==> src/rtl/queue_ring.sv <==
// Parametrised circular-buffer queue with level-style request handshake:
// one enqueue/dequeue operation per request assertion, sticky error flags.
module queue_ring #(
    parameter  int DATA_W = 8,
    parameter  int DEPTH  = 8,
    localparam int PTR_W  = $clog2(DEPTH),
    localparam int LEN_W  = $clog2(DEPTH + 1)
) (
    input  logic              clock_10KHZ,
    input  logic              reset,
    input  logic [DATA_W-1:0] data_in,
    input  logic              enqueue_in,
    input  logic              dequeue_in,
    input  logic              clear_err,
    output logic [DATA_W-1:0] data_out,
    output logic              data_valid,
    output logic [LEN_W-1:0]  len_out,
    output logic              full,
    output logic              empty,
    output logic              overflow,
    output logic              underflow,
    output logic [1:0]        EA_queue
);
    typedef enum logic [1:0] {
        IDLE = 2'b00,
        EXEC = 2'b01,
        HOLD = 2'b10
    } state_t;

    typedef struct packed {
        logic              enq;
        logic              deq;
        logic [DATA_W-1:0] data;
    } req_t;

    state_t                        state, state_nxt;
    req_t                          req;
    logic                          latch;
    logic [DEPTH-1:0][DATA_W-1:0]  mem;
    logic [PTR_W-1:0]              wr_ptr, rd_ptr;
    logic                          exec, enq_ok, deq_ok, set_ovf, set_udf;

    assign full     = (len_out == LEN_W'(DEPTH));
    assign empty    = (len_out == '0);
    assign EA_queue = state;

    // A dequeue frees the head slot first, so enqueue into a full queue
    // succeeds when paired with a dequeue.
    assign exec    = (state == EXEC);
    assign deq_ok  = exec && req.deq && !empty;
    assign enq_ok  = exec && req.enq && (!full || deq_ok);
    assign set_ovf = exec && req.enq && !enq_ok;
    assign set_udf = exec && req.deq && empty;

    always_comb begin
        state_nxt = state;
        latch     = 1'b0;
        case (state)
            IDLE: if (enqueue_in || dequeue_in) begin
                state_nxt = EXEC;
                latch     = 1'b1;
            end
            EXEC: state_nxt = (enqueue_in || dequeue_in) ? HOLD : IDLE;
            HOLD: if (!enqueue_in && !dequeue_in) state_nxt = IDLE;
            default: state_nxt = IDLE;
        endcase
    end

    always_ff @(posedge clock_10KHZ or posedge reset) begin
        if (reset) begin
            state      <= IDLE;
            req        <= '0;
            wr_ptr     <= '0;
            rd_ptr     <= '0;
            len_out    <= '0;
            data_out   <= '0;
            data_valid <= 1'b0;
            overflow   <= 1'b0;
            underflow  <= 1'b0;
        end else begin
            state      <= state_nxt;
            data_valid <= deq_ok;
            if (latch) req <= '{enq: enqueue_in, deq: dequeue_in, data: data_in};
            if (enq_ok) wr_ptr <= wr_ptr + PTR_W'(1);
            if (deq_ok) begin
                rd_ptr   <= rd_ptr + PTR_W'(1);
                data_out <= mem[rd_ptr];
            end
            len_out   <= len_out + LEN_W'(enq_ok) - LEN_W'(deq_ok);
            // set beats clear when both land on the same edge
            overflow  <= (overflow  && !clear_err) || set_ovf;
            underflow <= (underflow && !clear_err) || set_udf;
        end
    end

    // Storage is intentionally not reset.
    always_ff @(posedge clock_10KHZ) begin
        if (enq_ok) mem[wr_ptr] <= req.data;
    end
endmodule

==> config.mk <==
export PLATFORM = sky130hd
export DESIGN_NAME = queue_ring
export DESIGN_NICKNAME = d
export VERILOG_FILES = /design/src/rtl/queue_ring.sv
export SDC_FILE = /design/constraint.sdc
export NUM_CORES = 1
export LEC_CHECK = 0
export ABC_CLOCK_PERIOD_IN_PS = 3400
export CORE_AREA = 4 4 120 122
export CTS_CLUSTER_DIAMETER = 80
export DETAILED_ROUTE_END_ITERATION = 10
export DIE_AREA = 0 0 124 126
export PLACE_DENSITY = 0.44
export RECOVER_POWER = 25
export REMOVE_ABC_BUFFERS = 1
export SYNTH_ARGS = -nofsm -noshare
export SYNTH_HDL_FRONTEND = slang
export SYNTH_SLANG_ARGS = --single-unit
==> constraint.sdc <==
create_clock -name clock_10KHZ -period 3.4 [get_ports clock_10KHZ]
set_clock_uncertainty 0.15 [all_clocks]
set_input_delay 0.68 -clock clock_10KHZ [delete_from_list [all_inputs] [get_ports clock_10KHZ]]
set_output_delay 0.68 -clock clock_10KHZ [all_outputs]
set_load 0.03 [all_outputs]
[After elaboration in Yosys (flattened, before gate mapping)]
Cells that the tools add are included.
Storage, ports and cells
  flip-flop bits (word level): 97
  bits of input ports: 13
  output and inout port bits: 19
  word-level logic and storage cells: 65
Cells by class
  add/sub/neg operators: 4
  magnitude comparators: 3
  eq/ne operators: 5
  muxes and demuxes: 11
  reductions and logical operators: 23
Operators by type and width (number)
  $bwmux 64: 1
  $bmux 8 s3: 1
  $demux 8 s3: 1
  $mux 8: 2
  $logic_and 1x1->1: 10
  $lt 3x4->1 const B: 2
  $add 3x1->3 const B: 2
  $logic_not 1->1: 6
  $mux 2: 3
  $pmux 2 s3: 1
  $add 4x1->4: 1
  $eq 4x4->1 const B: 1
  $logic_not 4->1: 1
  $logic_or 1x1->1: 4
  $ne 2x2->1 const B: 2
  $sub 4x1->4: 1
  $ge 3x1->1 const B: 1
  $eq 2x1->1 const B: 1
  $eq 2x2->1 const B: 1
  $logic_not 2->1: 1
  $mux 1: 2
  $reduce_and 2->1: 1

[Longest topological paths before layout]
Gate-level depths: netlist (run 1).
  word-level depth: 8
  gate-level depth with buffers: 11

[Worst setup path after synthesis (run 1)]
Ideal clock, no wire load.
  path type: register to register
  from: reg len_out[2]
  to: reg len_out[2]
  library setup time: 123 ps
  arrival time: 2532 ps
  required time: 3127 ps
  path slack: 595 ps
  stages on the path, launching flop included: 12
  path buffers: 0
  period minus slack after synthesis: 2805 ps
  cells stage by stage: dfrtp_1 > inv_1 > ha_1 > nor3b_2 > o21ai_4 > nand2_4 > ha_1 > inv_1 > ha_1 > inv_1 > fa_1 > xnor2_1
On the way
  elaborated cells on any way between the ends: 9
RTL lines
  start, declared: line 17  | output logic [LEN_W-1:0] len_out,
  start signal, assigned: line 89  | len_out <= len_out + LEN_W'(enq_ok) - LEN_W'(deq_ok);
  $eq 4x4->1: line 43  | assign full = (len_out == LEN_W'(DEPTH));
  net full: line 18  | output logic full,
  $logic_not 1->1: line 51  | assign enq_ok = exec && req.enq && (!full || deq_ok);
  $logic_or 1x1->1: line 51
  $logic_and 1x1->1: line 51
  $add 4x1->4: line 89
  $sub 4x1->4: line 89
The timed path passes the listed nets, and every way through them passes these cells.
A chain may end at the register's enable or synchronous reset.

[Worst setup path after layout (run 1)]
  from: reg state[1] (netlist: EA_queue[1])
  to: reg len_out[2]
On the way
  cells in the longest elaborated chain, start to end: 7
  elaborated cells on any way between the ends: 8
RTL lines
  start, declared: line 36  | state_t state, state_nxt;
  start signal, assigned: line 81  | state <= state_nxt;
  $eq 2x1->1 (*): line 49  | assign exec = (state == EXEC);
  $logic_and 1x1->1 (2 in a row): line 50  | assign deq_ok = exec && req.deq && !empty;
  $logic_or 1x1->1: line 51
  $logic_and 1x1->1: line 51
  $add 4x1->4: line 89
  $sub 4x1->4 (*): line 89
Mark *: on every way between the ends. The rest lies on a longest branch, timed or not.

==> run summary, run 1 <==
Unrepaired setup endpoints after global routing: no
Crit path required time: 3480 ps
Clock power frac: 21.3%
Compound-cell area share of the yosys netlist: 5.06%
Combinational power share: 34.9%
DRC Markers: 0
Worst path cell trace: nand3b_4 > nor2_1 > ha_1 > inv_1 > ha_1 > inv_1 > fa_1 > xnor2_1
DRT Wirelength: 8240 µm
Site Rows: 42
Main combinational cell family by area after synthesis: multiplexers
CP Data Arrival Time: 3030 ps
Maxcap violations: 0
Achievable frequency: 0.339 GHz
Reg power frac: 43.8%
Seq/Total Area, Yosys: 69.5%
Leading cell type in the layout, fill and taps excluded: edfxtp_1
CTS Buf Count: 9
PD cells: 905 mW/mm²
CTS tree: done
EDFF count, synth: 64
Placeable Area: 0.0132 mm²
Setup ws final: 447 ps
Hold depth: 2
N_diodes: 0
Vias post-DR: 2143
CTS Sinks: 97
GPL Wtd Cong: 0.715
R2r worst-path depth: 8
Die area: 0.0156 mm²
R2R setup slack: 450 ps
Worst IR drop on VDD: 0.300 mV
Initial Util: 30.0%
Max-slew violations: 0
Fin crit share: 86.8%
Post-synthesis mux area share: 11.0%
Status: completed
Crit path depth: 8
Vias in the first global route: 2162
Worst skew pair latency: 340 ps
Synth cell types: 33
Synth Area in XOR/XNOR: 1.55%
Critical path launch point type: flop
Worst-margin pin slew: 986 ps
Setup-failing EPs final: 0
Area leader, netlist: edfxtp_1
Net switching power: 1.55 mW
Power Total: 4.33 mW
Hold WC Path Type: reg2reg
Total gr overflow: 0
CTS Hold Bufs: 0
Flop and latch count out of synthesis: 97
Setup CP Type: reg2reg
Syn Std Cell Area: 0.00396 mm²
Period minus WS final: 2950 ps
Worst path bufs/invs: 2
Drt initial violations: 98
Final hold violations: 0
Synth async-reset ratio: 34.0%
Crit path max-delay family: simple AND/OR/NAND/NOR gates
Fin nets: 323
H-tree levels: 3
Global-route usage over all layers: 11.2%
Max Buffers Root-to-Sink: 2
Gate Count Post-Synth: 256
Initial antenna violation count: 0
Largest net degree at the start of global routing: 35
Root buffer cell: clkbuf_16
Via density: 4.46
Most frequent cells in the layout: 64 x edfxtp_1, 33 x dfrtp_1, 32 x mux2i_1
Share of the synthesized area in the top cell type: 48.6%
Drt wl/cell: 17.1 µm
IO Port Bufs: 31
Sw Share: 35.7%
Post-CTS setup buffers: 0
Worst-path maximum fanout: 13
Post-route setup TNS: 0 ps
Relative slew slack: 34.0%
First-pass GRT wire length: 12700 µm
Post-Synth Adder-Cell Area: 3.04%
Static Leak: 1.83 nW
Post-Synth Simple-Gate Area: 7.31%
Resized cells post-CTS: 0
Ys flop type: edfxtp_1
Die X: 124 µm
Area delta synth->final: 21.0%
Synth warn: 0
Reg clk slew, reported paths: 60 ps
CP endpoint kind: flop
DP HPWL: 5520 µm
Largest stage delay on the critical path: 780 ps
Syn Area/Cell: 15.4 µm²
Io pins: 32
Post-route ant nets: 0
Post-place setup slack: 300 ps
Drt pass-1 iters: 4
Dominant cells by area after synthesis: edfxtp_1 49%, dfrtp_1 21%, mux2i_1 8.1%, a22oi_1 3.0%, mux2_2 2.6%
Die span in y: 126 µm
Critical path's slowest cell: nor2_1
Share of layout cells above drive strength 1: 14.1%
Int Power: 2.79 mW
metal layers:
layer / share of wire (%) / global-route usage (%)
met1: 46 / 15.1
met2: 48 / 17.5
met3: 3.9 / 2.06
met4: 2.0 / 5.22
met5: 0 / 0
flip-flops by register name, indices dropped and copies added, names as in the netlist:
| signal | flops |
|---|---|
| data_out | 8 |
| overflow | 1 |
| data_valid | 1 |
| req | 10 |
| underflow | 1 |
| mem | 64 |
| len_out | 4 |
| rd_ptr | 3 |
| wr_ptr | 3 |
| EA_queue | 2 |
final timing paths:
path | startpoint | to
min in group asynchronous | reset | data_out[3]
hold / removal | req[9] | req[9]
max in group asynchronous | reset | req[0]
setup reg to reg | EA_queue[1] | len_out[2]
hold reg to reg | req[9] | req[9]
setup / recovery | EA_queue[1] | len_out[2]
kinds of logic after synthesis:
family	count (synthesis)
flip-flops	97
AND/OR/NAND/NOR	51
multiplexers	42
AO/OA/AOI/OAI	29
buffers and inverters	21
adder cells (fa/ha/maj)	9
XOR/XNOR	7
tightest hold or removal path, delay by kind of cell, from the launching register on:
kind	cells	cell delay [ps]
simple gates	2	110
flops	1	340
per-stage QoR:
stage	utilization [%]	hold WS, ps	area (µm²)	cells
detailed placement	34.3	312	4520	466
CTS	36.3	327	4790	481
floorplan	-	287	3900	246
finish	36.3	321	4790	481
global route	36.3	340	4790	481
global placement	34.3	310	4520	466
power by group through the flow:
| stage | registers [mW] | logic [mW] | clock network [mW] |
|---|---|---|---|
| after floorplan | 2.11 | 0.781 | 0 |
| after global placement | 1.91 | 1.53 | 0 |
| after detailed placement | 1.93 | 1.55 | 0 |
| after CTS | 1.90 | 1.55 | 0.947 |
| after global routing | 1.95 | 1.65 | 0.993 |
| final | 1.90 | 1.51 | 0.922 |
synthesized netlist by cell type (2+ instances only):
cell type and instances:
inv_1 11, buf_4 5, mux2_2 9, ha_1 8, dfrtp_1 33, o21ai_0 9
nor2b_1 2, buf_1 3, nor3b_2 2, edfxtp_1 64, nand2b_1 2, xor2_1 2
nand2_1 16, xnor2_1 5, a22oi_1 16, buf_2 2, mux2i_1 32, nand3_1 10
nor2_1 8, nor3_1 4
layout make-up:
type | instances | area, µm²
Clock inverter | 4 | 30.0
Fill cell | 1269 | 8400
Tap cell | 176 | 220
Clock buffer | 11 | 233
Multi-Input combinational cell | 138 | 1110
Timing Repair Buffer | 44 | 408
Sequential cell | 97 | 2750
Inverter | 11 | 41.3
Note: power is estimated with default switching activity, not from simulation.
==> run 2: changes to the inputs <==
--- a/config.mk
+++ b/config.mk
@@ -6,11 +6,13 @@
 export NUM_CORES = 1
 export LEC_CHECK = 0
 export ABC_CLOCK_PERIOD_IN_PS = 3400
+export CELL_PAD_IN_SITES_DETAIL_PLACEMENT = 0
+export CELL_PAD_IN_SITES_GLOBAL_PLACEMENT = 1
 export CORE_AREA = 4 4 120 122
 export CTS_CLUSTER_DIAMETER = 80
 export DETAILED_ROUTE_END_ITERATION = 10
 export DIE_AREA = 0 0 124 126
-export PLACE_DENSITY = 0.44
+export PLACE_DENSITY = 0.51
 export RECOVER_POWER = 25
 export REMOVE_ABC_BUFFERS = 1
 export SYNTH_ARGS = -nofsm -noshare
==> run 2 against run 1 <==
- first-iteration DRC count up 9.2%
- final cell count down 0.21%
- hold slack better by 16 ps
- non-clock buffer count down 1
- critical path depth down 4
- count of clock-buffer cells in the layout unchanged
- combinational power down 3%
- global-route usage down 0.68 points
- worst setup slack worse by 3.9 ps
- clock power up 8.0%
==> run summary, run 2 (synthesized netlist as in run 1, its figures left out) <==
Max-slew violations: 0 (unchanged)
Drt initial violations: 107 (+9.2%)
Worst skew pair latency: 340 ps (about the same)
Most frequent cells in the layout: 64 x edfxtp_1, 33 x dfrtp_1, 32 x mux2i_1
Relative slew slack: 51.4% (+17 points)
Worst path cell trace: inv_1 > ha_1 > nor3b_2 > clkdlybuf4s50_1
Multi-input logic area: 0.00111 mm² (unchanged)
Design Area, Final: 0.00480 mm² (+0.34%)
Global-route usage over all layers: 10.5% (-0.68 points)
Die span in y: 126 µm (unchanged)
Root buffer cell: clkbuf_16
Initial antenna violation count: 0 (unchanged)
Worst-path maximum fanout: 5 (-8)
Hold EP: req[9]
CTS tree: done
Fill count: 1267 (-0.16%)
Hold WC Path Type: reg2reg
Fin crit share: 87.0% (+0.12 points)
Status: completed
DRT Wirelength: 7660 µm (-7.0%)
Drt wl/cell: 16.0 µm (-6.8%)
R2R setup slack: 760 ps (+310 ps)
Share of layout cells above drive strength 1: 13.8% (-0.28 points)
Largest stage delay on the critical path: 760 ps (-20 ps)
Crit path required time: 2570 ps (-910 ps)
DRC Markers: 0 (unchanged)
Hold depth: 2 (unchanged)
Worst IR drop on VDD: 0.339 mV (+13%)
Largest registers: mem: 64 flops, req: 10 flops, data_out: 8 flops
Crit path max-delay family: buffers and inverters
Hold wc startpoint: req[9]
Unrepaired setup endpoints after global routing: no
Setup-failing EPs final: 0 (unchanged)
Max Buffers Root-to-Sink: 2 (unchanged)
Leading cell type in the layout, fill and taps excluded: edfxtp_1
Post-CTS setup buffers: 0 (unchanged)
Io pins: 32 (unchanged)
CTS Sinks: 97 (unchanged)
First-pass GRT wire length: 12100 µm (-4.8%)
R2r worst-path depth: 11 (+3)
Sequential cell area: 0.00275 mm² (unchanged)
Worst reg2reg path startpoint: len_out[2]
Critical register-to-register path endpoint: len_out[2]
Resized cells post-CTS: 0 (unchanged)
CTS Buf Count: 9 (unchanged)
DP Area: 0.00452 mm² (-0.17%)
Worst path bufs/invs: 2 (unchanged)
Drt pass-1 iters: 4 (unchanged)
Via density: 4.38 (-1.6%)
Reg clk slew, reported paths: 70 ps (about the same)
Total gr overflow: 0 (unchanged)
Die X: 124 µm (unchanged)
Vias in the first global route: 2070 (-4.3%)
Die area: 0.0156 mm² (unchanged)
PD cells: 913 mW/mm² (+0.90%)
Initial Util: 30.0% (unchanged)
Final hold violations: 0 (unchanged)
Vias post-DR: 2104 (-1.8%)
H-tree levels: 3 (unchanged)
Area delta synth->final: 21.4%
Period minus WS final: 2960 ps (+3.95 ps)
Critical path launch point type: flop
DP HPWL: 5050 µm (-8.4%)
Largest net degree at the start of global routing: 35 (unchanged)
Max FFs per register: 64 (unchanged)
Fin nets: 322 (-0.31%)
Post-route setup TNS: 0 ps (unchanged)
Post-route ant nets: 0 (unchanged)
Worst-margin pin slew: 728 ps (-258 ps)
IO Port Bufs: 31 (unchanged)
Setup CP Type: reg2out
Maxcap violations: 0 (unchanged)
Static Leak: 1.83 nW (about the same)
CP endpoint kind: output pin
Achievable frequency: 0.338 GHz (-0.13%)
Site Rows: 42 (unchanged)
N_diodes: 0 (unchanged)
Placeable Area: 0.0132 mm² (unchanged)
Critical path's slowest cell: clkdlybuf4s50_1
CP Data Arrival Time: 2130 ps (-900 ps)
CTS Hold Bufs: 0 (unchanged)
Top reg by flops: mem
GPL Wtd Cong: 0.698 (-2.3%)
run 2: cell types whose count changed in the layout (fill, tap and decap cells not counted):
cell	before	now
buf_4	13	12
bufinv_16	0	1
clkinv_2	1	0
clkinv_4	1	0
clkinvlp_4	1	2
run 2: layout make-up:
type	count	share of cell area (%)
clock buffer	11	4.85
clock inverter	4	1.12
inverter	11	0.860
multi-input combinational	138	23.1
sequential	97	57.2
tap	176	4.58
timing repair buffer	43	8.34
run 2: routing by layer:
metal  global-route usage [%]  vias up  wire (µm)
met2                     14.8       34       3390
li1                         -     1031          -
met5                        0        -          0
met1                     15.4     1028       3930
met4                     5.22        0        156
met3                     2.11       11        185
run 2: stage by stage:
step | std cells | worst slack, ps | hold WS, ps | utilization (%) | total power, mW
final | 480 | 443 | 337 | 36.4 | 4.39
after detailed placement | 465 | 737 | 317 | 34.2 | 3.45
after CTS | 480 | 393 | 333 | 36.4 | 4.46
after floorplan | 246 | 152 | 287 | - | 2.89
after global placement | 465 | 745 | 308 | 34.2 | 3.43
after global routing | 480 | 297 | 360 | 36.4 | 4.66
run 2: power breakdown:
group | internal (mW) | leakage [nW] | switching, mW
Sequential | 1.63 | 0.977 | 0.285
Clock | 0.570 | 0.132 | 0.426
Combinational | 0.650 | 0.719 | 0.821
Total | 2.85 | 1.83 | 1.53
run 2: worst max path at each step:
| stage | startpoint | end | slack [ps] | cells after the start |
|---|---|---|---|---|
| final | len_out[2] | empty | 440 | 4 |
| after global routing | len_out[2] | empty | 300 | 4 |
| after CTS | len_out[2] | empty | 390 | 4 |
| after detailed placement | len_out[2] | len_out[2] | 740 | 11 |
| after global placement | len_out[2] | len_out[2] | 750 | 11 |
| after floorplan | len_out[2] | len_out[2] | 150 | 10 |
run 2: tightest hold or removal path: cells and delay by family, from the launching register on:
family	cells	cell delay (ps)
and+or+nand+nor	2	110
DFF	1	340
==> run 3: changes to the inputs <==
--- a/config.mk
+++ b/config.mk
@@ -12,7 +12,8 @@
 export CTS_CLUSTER_DIAMETER = 80
 export DETAILED_ROUTE_END_ITERATION = 10
 export DIE_AREA = 0 0 124 126
-export PLACE_DENSITY = 0.51
+export DONT_BUFFER_PORTS = 1
+export PLACE_DENSITY = 0.47
 export RECOVER_POWER = 25
 export REMOVE_ABC_BUFFERS = 1
 export SYNTH_ARGS = -nofsm -noshare
==> run 3 against run 2 <==
- routed wire length fell by 0.74%
- via count fell by 4.9%
- clock power up 10%
- critical path type is now reg2reg
- critical endpoint is now len_out[2]
- largest power group unchanged
- highest routed layer unchanged
==> run summary, run 3 (synthesized netlist as in run 1, its figures left out) <==
Status: completed
Leading cell type in the layout, fill and taps excluded: edfxtp_1
Period minus WS final: 2760 ps (-201 ps)
DP HPWL: 5340 µm (+5.7%)
Metal3 WL: 383 µm (+110%)
Largest registers: mem: 64 flops, req: 10 flops, data_out: 8 flops
Die area: 0.0156 mm² (unchanged)
Max Buffers Root-to-Sink: 2 (unchanged)
Site Rows: 42 (unchanged)
Placeable Area: 0.0132 mm² (unchanged)
Setup CP Type: reg2reg
Drt pass-1 iters: 4 (unchanged)
CTS tree: done
Initial Util: 30.0% (unchanged)
Largest net degree at the start of global routing: 20 (-43%)
Achievable frequency: 0.363 GHz (+7.3%)
Worst-path maximum fanout: 7 (+2)
Root buffer cell: clkbuf_16
Die X: 124 µm (unchanged)
Io pins: 32 (unchanged)
Worst skew pair latency: 350 ps (about the same)
Resized cells post-CTS: 0 (unchanged)
Critical path launch point type: flop
Critical register-to-register path endpoint: len_out[2]
Routed met2 length: 3460 µm (+1.9%)
CP Data Arrival Time: 2830 ps (+700 ps)
GPL Wtd Cong: 0.678 (-3.0%)
CTS Buf Count: 9 (unchanged)
Fin crit share: 81.1% (-5.9 points)
Met1 Routed Length: 3680 µm (-6.4%)
Via density: 4.42 (+0.77%)
Max-slew violations: 0 (unchanged)
Worst-margin pin slew: 787 ps (+58.7 ps)
PD cells: 946 mW/mm² (+3.6%)
Hold WC Path Type: in2async
Relative slew slack: 47.5% (-3.9 points)
R2R setup slack: 640 ps (-120 ps)
R2r worst-path depth: 11 (unchanged)
Top reg by flops: mem
Post-CTS setup buffers: 0 (unchanged)
IO Port Bufs: 0 (-100%)
Reg clk slew, reported paths: 60 ps (about the same)
Post-route setup TNS: 0 ps (unchanged)
Share of layout cells above drive strength 1: 16.6% (+2.8 points)
DRT Wirelength: 7610 µm (-0.74%)
CP endpoint kind: flop
Global-route usage over all layers: 10.8% (+0.26 points)
Maxcap violations: 0 (unchanged)
Vias post-DR: 2001 (-4.9%)
Critical path startpoint: len_out[2]
Vias in the first global route: 1983 (-4.2%)
Highest routed layer: met4
Area delta synth->final: 15.2%
Drt initial violations: 79 (-26%)
Max FFs per register: 64 (unchanged)
Worst reg2reg path startpoint: len_out[2]
N_diodes: 0 (unchanged)
Total gr overflow: 0 (unchanged)
Power Total: 4.31 mW (-1.7%)
Static Leak: 1.75 nW (-4.0%)
Drt wl/cell: 16.8 µm (+5.2%)
Die span in y: 126 µm (unchanged)
Worst IR drop on VDD: 0.281 mV (-17%)
Post-route ant nets: 0 (unchanged)
Fill count: 1261 (-0.47%)
CTS Hold Bufs: 0 (unchanged)
Most frequent cells in the layout: 64 x edfxtp_1, 33 x dfrtp_1, 32 x mux2i_1
CTS Sinks: 97 (unchanged)
H-tree levels: 3 (unchanged)
Setup-failing EPs final: 0 (unchanged)
Final hold violations: 0 (unchanged)
First-pass GRT wire length: 12100 µm (+0.12%)
Initial antenna violation count: 0 (unchanged)
Crit path required time: 3480 ps (+910 ps)
Unrepaired setup endpoints after global routing: no
DRC Markers: 0 (unchanged)
Fin nets: 294 (-8.7%)
==> run 3: layout make-up <==
type / instances / area [µm²] / area share [%]
multi-input cells: 138 / 1110 / 24.3
flip-flops and latches: 97 / 2750 / 60.3
clock inverters: 5 / 86.3 / 1.89
repair buffers: 15 / 113 / 2.47
clock buffers: 11 / 243 / 5.33
well taps: 176 / 220 / 4.83
inverters: 11 / 41.3 / 0.906
==> run 3: worst max-delay path by stage <==
stage / end / slack, ps / cells past startpoint
after floorplan: len_out[2] / 150 / 10
after global placement: len_out[2] / 680 / 11
after detailed placement: len_out[2] / 610 / 11
after CTS: len_out[2] / 590 / 11
after global routing: len_out[2] / 480 / 11
final: len_out[2] / 640 / 11
==> run 3: layer usage <==
layer  vias to the layer above  GRT usage (%)
li1                        980              -
met1                       971           15.4
met4                         0           3.87
met3                         9           4.13
met5                         -              0
met2                        41           15.0
==> run 3: critical path, stage by stage (launching register included) <==
cell     delay (ps)
dfrtp_1         520
inv_1           140
ha_1            210
nor3b_2         190
o21ai_4         240
nand2_4         110
ha_1            290
inv_1            60
ha_1            160
inv_1            60
fa_1            370
xnor2_1         140
==> run 3: metrics by stage <==
stage | hold slack (ps) | std cells | worst slack [ps] | utilization (%) | instance area [µm²]
4_1_cts | 231 | 453 | 592 | 34.6 | 4560
6_report | 216 | 453 | 644 | 34.6 | 4560
3_3_place_gp | 319 | 437 | 682 | 32.1 | 4230
2_1_floorplan | 287 | 246 | 152 | - | 3900
5_1_grt | 262 | 453 | 475 | 34.6 | 4560
3_5_place_dp | 317 | 437 | 614 | 32.1 | 4230
==> run 3: power breakdown <==
group / internal (mW) / switching [mW] / total, mW
Clock: 0.672 / 0.424 / 1.10
Sequential: 1.63 / 0.518 / 2.15
Combinational: 0.499 / 0.568 / 1.07
Total: 2.80 / 1.51 / 4.31
==> variant, RTL diff (flow settings as in run 3) <==
The parameter `DATA_W` goes from 8 to 12.
--- a/src/rtl/queue_ring.sv
+++ b/src/rtl/queue_ring.sv
@@ -3,3 +3,3 @@
 module queue_ring #(
-    parameter  int DATA_W = 8,
+    parameter  int DATA_W = 12,
     parameter  int DEPTH  = 8,
Ports: changed (resized data_in and data_out); port bits go from 32 to 40. The function was not compared with the original's and may differ.
==> variant against run 3 <==
Worst setup slack better by 6.4 ps; fmax up 0.23%; synthesized area grew 37%; cell count is 22% higher; wire length rose by 55%; synthesized cell count rose by 33%; design area is 39% higher; critical endpoint is now len_out[3]$_DFF_PP0_; sequential cell count grew 40; power increased by 44%; largest power group unchanged; first-iteration DRC count increased by 100%; combinational power up 42%; die area unchanged; count of clock-buffer cells in the layout grew 7.
==> variant: results (changes against run 3) <==
| Metric | Value |
|---|---|
| DR pass1 iterations | 4 (unchanged) |
| Routed wire per std cell | 21.3 um (+27%) |
| Endpoints failing setup | 0 (unchanged) |
| Met2 wire len | 5580 um (+62%) |
| P_leak | 2.42 nW (+38%) |
| Final Wtd Congestion | 0.710 (+4.7%) |
| Top cells by count, synth | edfxtp_1, mux2i_1, dfrtp_1, a22oi_1, nand2_1 |
| Area after DPL | 5770 um2 (+37%) |
| Worst slew pin tran | 957 ps (+170 ps) |
| Vias in the first global route | 2931 (+48%) |
| FILL cells | 1152 (-8.6%) |
| Post-cts resize count | 0 (unchanged) |
| Max VDD drop | 418 uV (+49%) |
| Layout cells sized above 1 | 0.188 (+0.0223) |
| 1st-iter DRT viols | 159 (+100%) |
| Global-route wire length before repair | 18000 um (+49%) |
| Uppermost layer routed | met4 |
| NumNets Final | 390 (+33%) |
| Worst Reg-to-Reg Cells | 10 (-1) |
| H-tree levels | 4 (+1) |
| Reg-to-reg critical path startpoint | len_out[3]$_DFF_PP0_ |
| Initial antenna violation count | 0 (unchanged) |
| Crit Reg-Reg Endpoint | len_out[3]$_DFF_PP0_ |
| Number of flops mapped to enable cells by yosys | 96 (+50%) |
| IO buf count | 0 (unchanged) |
| Top flop regs | mem x96, req x14, data_out x12 |
| ANT cells | 0 (unchanged) |
| Avg Cell Area, Syn | 16.0 um2 (+3.3%) |
| Post-CTS setup buffers | 0 (unchanged) |
| Synth top area cells | edfxtp_1, dfrtp_1, mux2i_1, a22oi_1, mux2_2 |
| Cell count after placement | 521 (+19%) |
| Largest net degree at the start of global routing | 42 (+110%) |
| Num CTS Buffers | 17 (+8) |
| Status | finished clean |
| Asr flop ratio synth | 0.299 (-0.0409) |
| Yosys warns | 0 (unchanged) |
| Worst-Skew Late Latency | 410 ps (+60 ps) |
| Netlist cell types | 35 (+6.1%) |
| Layout Cells excl Fill | 553 (+22%) |
| Post-synthesis sequential area ratio | 0.720 (+0.0258) |
| Routed length on met1 | 5690 um (+55%) |
| Vias | 2800 (+40%) |
| DPL Wire Length | 7130 um (+33%) |
| CTS Root Cell | clkbuf_16 |
| Met3 WL post-DR | 421 um (+9.9%) |
| Total track usage | 0.166 (+0.0575) |
| CTS clock-pin slew for the worst setup and hold paths | ~50 ps |
variant: cell count changes in the layout (fill, tap and decap cells not counted), sizes merged, moves of 7 or more:
cell / delta
a22oi: +8
clkbuf: +7
clkinv: +11
dfrtp: +8
edfxtp: +32
mux2i: +16
variant: area by class of cell:
class | instances | area (um2) | share of cell area
timing repair buffer | 19 | 168 | 0.0265
inverter | 11 | 41.3 | 0.00654
clock buffer | 18 | 429 | 0.0679
clock inverter | 14 | 113 | 0.0178
multi-input combinational | 178 | 1440 | 0.227
sequential | 137 | 3910 | 0.619
tap | 176 | 220 | 0.0349
variant: kinds of logic (layout without fill, tap and decap cells):
kind of cell / count (synthesis) / after routing / share of synthesized area
xor+xnor: 7 / 7 / 0.0113
flops: 137 / 137 / 0.720
buf+inv: 25 / 62 / 0.0219
mux: 62 / 62 / 0.118
compound gates: 41 / 41 / 0.0503
simple gates: 59 / 59 / 0.0563
fa+ha+maj: 9 / 9 / 0.0221
variant: how the worst max path moves through the flow:
stage,endpoint,start,cells after the start,slack [ps]
after floorplan,mem[0]$_DFFE_PP_,len_out[2]$_DFF_PP0_,6,170
after global placement,len_out[2]$_DFF_PP0_,len_out[3]$_DFF_PP0_,11,670
after detailed placement,len_out[3]$_DFF_PP0_,len_out[3]$_DFF_PP0_,10,640
after CTS,len_out[3]$_DFF_PP0_,len_out[3]$_DFF_PP0_,10,620
after global routing,len_out[3]$_DFF_PP0_,len_out[3]$_DFF_PP0_,10,420
final,len_out[3]$_DFF_PP0_,len_out[3]$_DFF_PP0_,10,650
variant: report_power, final:
part / leakage [nW] / internal [mW] / switching (mW)
clock network: 0.272 / 1.05 / 0.641
registers: 1.36 / 2.30 / 0.696
logic: 0.787 / 0.682 / 0.835
total: 2.42 / 4.03 / 2.17
variant: per-layer routing:
layer  vias to the layer above  global-route usage
met2                        40               0.242
met3                         7              0.0610
met1                      1426               0.228
met5                         -                   0
met4                         0              0.0561
li1                       1327                   -
variant: per-stage QoR:
step                utilization  hold slack, ps  setup WS [ps]  total power [mW]
global placement          0.438             328            675              4.56
global route              0.479             175            423              6.57
detailed placement        0.438             321            643              4.59
floorplan                     -             287            170              3.89
CTS                       0.479             181            616              6.29
finish                    0.479             207            650              6.21
variant: worst max-delay path, stage by stage (launching register included):
cell and delay, ps:
dfrtp_1 530, ha_1 210, nor3b_1 360, o21ai_2 150, nand2_2 200, ha_1 250, inv_1 60, ha_1 260
a21o_1 180, a21oi_1 160, xor2_1 160
